## src/rtl/wgt_load_scheduler.sv

```systemverilog
// wgt_load_scheduler: splits one input stream per tile into weight beats then IFM beats and frames the run
// Ports: start + cfg_* launch a run (cfg captured at start); s_valid/s_data/s_ready input stream;
// wgt_*/ifm_* registered beat feeds gated by the buffers' full flags; tile_done advances tiles;
// op_start/end_conv frame the run, busy/tile_idx report progress, err_cfg flags a weight count not a multiple of 3.
module wgt_load_scheduler #(
  parameter int DATA_W = 512,
  parameter int CNT_W = 16,
  parameter int TILE_W = 12
) (
  input  logic              clk,
  input  logic              rst,
  input  logic              start,
  input  logic [CNT_W-1:0]  cfg_wgt_words,
  input  logic [CNT_W-1:0]  cfg_ifm_words,
  input  logic [TILE_W-1:0] cfg_tiles,
  input  logic              s_valid,
  input  logic [DATA_W-1:0] s_data,
  output logic              s_ready,
  output logic              wgt_valid,
  output logic [DATA_W-1:0] wgt_data,
  input  logic              wgt_full,
  output logic              ifm_valid,
  output logic [DATA_W-1:0] ifm_data,
  input  logic              ifm_full,
  input  logic              tile_done,
  output logic              op_start,
  output logic              end_conv,
  output logic              busy,
  output logic [TILE_W-1:0] tile_idx,
  output logic              err_cfg
);
  typedef enum logic [2:0] {IDLE, START, WGT, IFM, WAIT, END} state_t;
  state_t state_q, first_ph, after_wgt;
  logic [CNT_W-1:0] wgt_words_q, ifm_words_q, cnt_q, cnt_inc;
  logic [TILE_W-1:0] tiles_q, tile_q;
  logic [DATA_W-1:0] wgt_data_q, ifm_data_q;
  logic wgt_valid_q, ifm_valid_q, op_start_q, end_conv_q, busy_q, err_cfg_q, hs, bad_cfg;
  // first_ph is where a tile begins once empty phases are skipped
  always_comb begin
    first_ph = wgt_words_q != '0 ? WGT : ifm_words_q != '0 ? IFM : WAIT;
    after_wgt = ifm_words_q != '0 ? IFM : WAIT;
    s_ready = (state_q == WGT && !wgt_full) || (state_q == IFM && !ifm_full);
    hs = s_valid && s_ready;
    cnt_inc = cnt_q + 1'b1;
    bad_cfg = cfg_wgt_words % CNT_W'(3) != '0;
  end
  always_ff @(posedge clk or posedge rst)
    if (rst) begin
      state_q <= IDLE;
      wgt_words_q <= '0;
      ifm_words_q <= '0;
      tiles_q <= '0;
      tile_q <= '0;
      cnt_q <= '0;
      wgt_data_q <= '0;
      ifm_data_q <= '0;
      wgt_valid_q <= 1'b0;
      ifm_valid_q <= 1'b0;
      op_start_q <= 1'b0;
      end_conv_q <= 1'b0;
      busy_q <= 1'b0;
      err_cfg_q <= 1'b0;
    end else begin
      op_start_q <= 1'b0;
      end_conv_q <= 1'b0;
      wgt_valid_q <= 1'b0;
      ifm_valid_q <= 1'b0;
      case (state_q)
        IDLE: if (start) begin
          err_cfg_q <= bad_cfg;
          if (!bad_cfg) begin
            wgt_words_q <= cfg_wgt_words;
            ifm_words_q <= cfg_ifm_words;
            tiles_q <= cfg_tiles;
            tile_q <= '0;
            cnt_q <= '0;
            busy_q <= 1'b1;
            state_q <= cfg_tiles == '0 ? END : START;
            op_start_q <= cfg_tiles != '0;
            end_conv_q <= cfg_tiles == '0;
          end
        end
        START: begin
          state_q <= first_ph;
          cnt_q <= '0;
        end
        WGT: if (hs) begin
          wgt_valid_q <= 1'b1;
          wgt_data_q <= s_data;
          cnt_q <= cnt_inc == wgt_words_q ? '0 : cnt_inc;
          if (cnt_inc == wgt_words_q) state_q <= after_wgt;
        end
        IFM: if (hs) begin
          ifm_valid_q <= 1'b1;
          ifm_data_q <= s_data;
          cnt_q <= cnt_inc == ifm_words_q ? '0 : cnt_inc;
          if (cnt_inc == ifm_words_q) state_q <= WAIT;
        end
        WAIT: if (tile_done) begin
          cnt_q <= '0;
          if (tile_q == tiles_q - 1'b1) begin
            state_q <= END;
            end_conv_q <= 1'b1;
          end else begin
            tile_q <= tile_q + 1'b1;
            state_q <= first_ph;
          end
        end
        END: begin
          state_q <= IDLE;
          busy_q <= 1'b0;
        end
        default: state_q <= IDLE;
      endcase
    end
  assign wgt_valid = wgt_valid_q;
  assign wgt_data = wgt_data_q;
  assign ifm_valid = ifm_valid_q;
  assign ifm_data = ifm_data_q;
  assign op_start = op_start_q;
  assign end_conv = end_conv_q;
  assign busy = busy_q;
  assign tile_idx = tile_q;
  assign err_cfg = err_cfg_q;
endmodule
```

## config.mk

```make
export PLATFORM = sky130hd
export DESIGN_NAME = wgt_load_scheduler
export DESIGN_NICKNAME = d
export VERILOG_FILES = /design/src/rtl/wgt_load_scheduler.sv
export SDC_FILE = /design/constraint.sdc
export NUM_CORES = 2
export LEC_CHECK = 0
export CORE_AREA = 8 8 622 624
export DETAILED_ROUTE_END_ITERATION = 7
export DIE_AREA = 0 0 630 632
export PLACE_DENSITY_LB_ADDON = 0.2
export SYNTH_ARGS = -nofsm -noshare
export SYNTH_HDL_FRONTEND = slang
export SYNTH_SLANG_ARGS = --single-unit
```

## constraint.sdc

```tcl
create_clock -name clk -period 60.4 [get_ports clk]
set_input_delay 12.08 -clock clk [delete_from_list [all_inputs] [get_ports clk]]
set_output_delay 12.08 -clock clk [all_outputs]
set_load 0.03 [all_outputs]
```

[Word-level counts from Yosys, hierarchy flattened]
Index checks and enable logic that the tools add are counted.
Cells by class
  reductions and logical operators: 23
  equal/unequal tests: 16
  mux-type cells: 39
  bitwise operators: 1
  add/sub/neg operators: 3
  div/mod/pow operators: 1
Operators by type and width (number)
  $mux 16: 7
  $pmux 16 s5: 1
  $mux 12: 4
  $reduce_bool 16->1: 3
  $mux 3: 11
  $eq 16x16->1: 2
  $pmux 12 s2: 1
  $add 16x1->16 const B: 1
  $mod 16x2->16 const B: 1
  $pmux 3 s5: 1
  $add 12x1->12 const B: 1
  $eq 12x12->1: 1
  $logic_not 12->1: 1
  $mux 1: 12
  $ne 2x2->1 const B: 6
  $reduce_bool 12->1: 1
  $sub 12x1->12 const B: 1
  $reduce_and 7->1: 1
  $eq 3x2->1 const B: 2
  $eq 3x3->1 const B: 2
  $reduce_and 2->1: 3
  $reduce_and 3->1: 2
  $reduce_and 6->1: 1
  $reduce_and 5->1: 1
  10 further kinds: 16
Word-level totals
  bits in registers: 1105
  word-level logic and storage cells: 97
  input port bits: 563
  output and inout bits: 1043

[Depth between registers and ports, before layout]
  word-level depth: 6
  mapped depth: 28
  depth with buffers taken out: 24

[Least setup slack after synthesis]
No wires, ideal clock.
  path type: input to output
  start: input ifm_full
  end: output s_ready
  required time: 48320 ps
  arrival time: 12498 ps
  setup slack: 35822 ps
  stages: 2
  buffers on the path: 0
  cell sequence: nor2_1 o21a_1
Between the ends
  word-level cells in the longest chain between the ends: 3
Ends and longest elaborated chain
  from (decl): RTL line 24  | input logic ifm_full,
  $logic_not 1->1: RTL line 42  | s_ready = (state_q == WGT && !wgt_full) || (state_q == IFM && !ifm_full);
  $logic_and 1x1->1: RTL line 42
  $logic_or 1x1->1: RTL line 42
  to (decl): RTL line 18  | output logic s_ready,
Every way passes these cells.

[Final worst setup path]
  start: input wgt_full
  end: output s_ready
Between the ends
  word-level cells in the longest chain between the ends: 3
Ends and longest elaborated chain
  from (decl): RTL line 21  | input logic wgt_full,
  $logic_not 1->1: RTL line 42
  $logic_and 1x1->1: RTL line 42
  $logic_or 1x1->1: RTL line 42
Every way passes these cells.

==> impl_results.md <==
* Worst skew pair latency at 0.87 ns
* Main area contributors after synthesis: dfrtp_1, nand2_1, clkbuf_1
* Worst hold margin at 0.4710 ns
* Layout Nets at 7056
* # IOs at 1606
* TritonCTS Sinks at 1105
* Sw Share at 45.92%
* Unrepaired setup endpoints after global routing: no
* Vias at between 40000 and 50000
* Post-layout min period at 25.79 ns
* Logic gate share of total power at 47.6%
* Most frequent cells in the layout: nand2_1, clkdlybuf4s50_1, dfrtp_1
* Residual DRC at 0
* Sequential group share of total power at 29.9%
* Area Overhead vs Synth at 61.84%
* Die area at 398200 sq um
* Worst Setup End Kind: output port
* CP delay by family, top: buffers and inverters
* Iter 0 DRT Violations at between 2000 and 2500
* Int Pwr at about 2.3 mW
* Slowest CP cell: clkdlybuf4s50_1
* WL final at 308.0 mm
* Startpoint types: input port
* Die height at 632 microns
* CTS tree: done
* Crit path top cell by count: clkdlybuf4s50_1
* Required @ worst endpoint at ~48 ns
* CP bufs+invs at 2
* Outcome: complete, no violations
* Crit Path Max Fanout at 2
* Worst VDD drop at 0.02732 mV
* Slew margin rel. at between 20% and 30%
* Die X at about 630 microns
* Hold-fix buffers, CTS at 0
* Synth async-reset ratio at between 90% and 100%
* Max incr delay on CP at 0.68 ns
* Worst Skew at 0.07262 ns
* Commonest non-fill, non-tap cell in the layout: nand2_1
* Clock group share of total power at 22.5%
* Flops & latches, synth at between 1000 and 1500
* Synth area leader: dfrtp_1
* Root Buffer: clkbuf_16
* GP Congestion at 0.8701
* Site Rows at 226
* Hold Crit Class: reg -> reg
* P_sw at between 1.5 and 2 mW
* Final Cycle Share at 42.70%
* Final Max Tran Viols at 0
* WP data arrival at 13.71 ns
* Global-route wire length before repair at 405.9 mm
* Core box area at approximately 380000 sq um
* Yosys cell types at just under 70
* Cell count after synthesis at 4926
* Max-cap viol count at 0
* Placed wire-length estimate at 247.8 mm
* # port buffers at 1605
* CTS resizes at 0
* Setup TNS at 0 ns
* Pwr Total at roughly 4.2 mW
* Sequential share of the synthesized area at 63.37%
* PD cells at about 59 nW/um^2
* Ys flop type: dfrtp_1
* Synth warn at 0
* DRT Pass-1 Iters at 5
* Clk slew on worst S/H paths at 0.05 ns
* Leak pwr at 32.60 nW
* CTS Buf Count at 157
* Layout fillers at about 42000
* Syn_area_per_cell at roughly 8.9 sq um
* Top cell type's share of synthesized area at 63.37%
* H-tree depth at 4
* Mapped cell area at 43640 sq um
* Pin count of the biggest net entering global routing at 148
* Avg WL per Cell at 26.48 microns
* EDFF count, synth at 0
* Worst path cell trace: clkdlybuf4s50_1, nor2_1, o21a_1, clkdlybuf4s50_1
* Slew @ Worst Pin at 1.171 ns
* Vias in the first global route at 41820
* Endpoints failing setup at 0
* ANT nets after route at 0
* Critical path type: in -> out
* Fraction of layout cells with a size suffix above 1 at 4.662%
* Syn Nets at 5494
* Post-CTS Setup Bufs at 0
* Initial antenna violation count at 44
* GRT Total Usage at 14.81%
* Post-DR vias/cell at 3.443
* Grt ovf at 0
* Starting Density at 11.57%
* CTS Buffer Depth at 4
* Final Hold Fails at 0
* Maximum clock rate at 38.77 MHz
==> worst min-delay path: stages, from the launching register on <==
cell and delay (ns):
dfrtp_1 0.34, nand2_1 0.05, nand2_1 0.05
==> registers in the layout (all words and copies together) (netlist names) <==
name,count
cnt_q,16
op_start,1
tiles_q,12
wgt_valid,1
ifm_valid,1
ifm_data,512
wgt_words_q,16
end_conv,1
tile_idx,12
state_q,3
err_cfg,1
ifm_words_q,16
wgt_data,512
busy,1
==> through the flow <==
step	area [sq um]	std cells	utilization, %	setup slack, ns
finish	70620	11630	18.72	34.61
global placement	65470	11350	17.36	34.62
floorplan	43640	4926	-	17.21
global route	70610	11630	18.72	34.58
CTS	70590	11620	18.71	34.63
detailed placement	65470	11350	17.36	34.65
==> cell families (layout without fill, tap and decap cells) <==
kind of cell / Yosys count / after routing / share of synthesized area [%]
multiplexers: 52 / 52 / 1.336
buffers and inverters: 274 / 1954 / 2.466
flip-flops: 1105 / 1105 / 63.37
XOR/XNOR: 72 / 72 / 1.445
other: 0 / 10 / 0
AO/OA/AOI/OAI: 124 / 124 / 2.056
adder cells (fa/ha/maj): 5 / 5 / 0.1434
AND/OR/NAND/NOR: 3294 / 3294 / 29.18
==> synth_stat cells, types with 7 or more instances <==
library cell / number
a21oi_1: 26
a31oi_1: 9
and3_1: 11
clkbuf_1: 236
dfrtp_1: 1105
inv_1: 24
mux2_1: 42
mux2i_1: 8
nand2_1: 3113
nand2b_1: 11
nand3_1: 22
nand4_1: 14
nor2_1: 42
nor2b_1: 12
nor3_1: 10
nor3b_1: 7
nor4_1: 19
o21ai_0: 23
o21ai_1: 12
o31ai_1: 12
xnor2_1: 39
xor2_1: 33
==> power by group through the flow <==
| stage | Sequential, mW | Combinational (mW) | Clock, mW |
|---|---|---|---|
| after floorplan | 1.81 | 0.350 | 0 |
| after global placement | 1.26 | 2.06 | 0 |
| after detailed placement | 1.26 | 2.06 | 0 |
| after CTS | 1.26 | 2.07 | 0.993 |
| after global routing | 1.30 | 2.13 | 1.02 |
| final | 1.26 | 2.00 | 0.947 |
==> layer usage <==
layer	share of wire [%]	track usage (%)
met1	35	15.17
met2	51	26.60
met3	11	7.241
met4	3.3	4.361
met5	0.018	0
==> cell type report <==
| cell class | instances | area, sq um | share of cell area [%] |
|---|---|---|---|
| Antenna cell | 10 | 25.02 | 0.03544 |
| Inverter | 26 | 120.1 | 0.1701 |
| Tap cell | 5016 | 6276 | 8.887 |
| Multi-Input combinational cell | 3547 | 14950 | 21.16 |
| Clock buffer | 229 | 4439 | 6.286 |
| Clock inverter | 48 | 686.9 | 0.9727 |
| Timing Repair Buffer | 1651 | 16470 | 23.33 |
| Sequential cell | 1105 | 27650 | 39.16 |
==> final timing paths <==
path	from	endpoint	slack, ns	cells after the start
max	wgt_full	s_ready	34.61	4
min	wgt_data[228]$_DFFE_PP0P_	wgt_data[228]$_DFFE_PP0P_	0.47	2
max reg2reg	state_q[2]$_DFFE_PP0P_	wgt_data[110]$_DFFE_PP0P_	55.19	10
min reg2reg	wgt_data[228]$_DFFE_PP0P_	wgt_data[228]$_DFFE_PP0P_	0.47	2
max in group asynchronous	rst	wgt_data[470]$_DFFE_PP0P_	43.26	8
min in group asynchronous	rst	wgt_data[257]$_DFFE_PP0P_	11.79	2
Power figures use the tool's default switching activity.
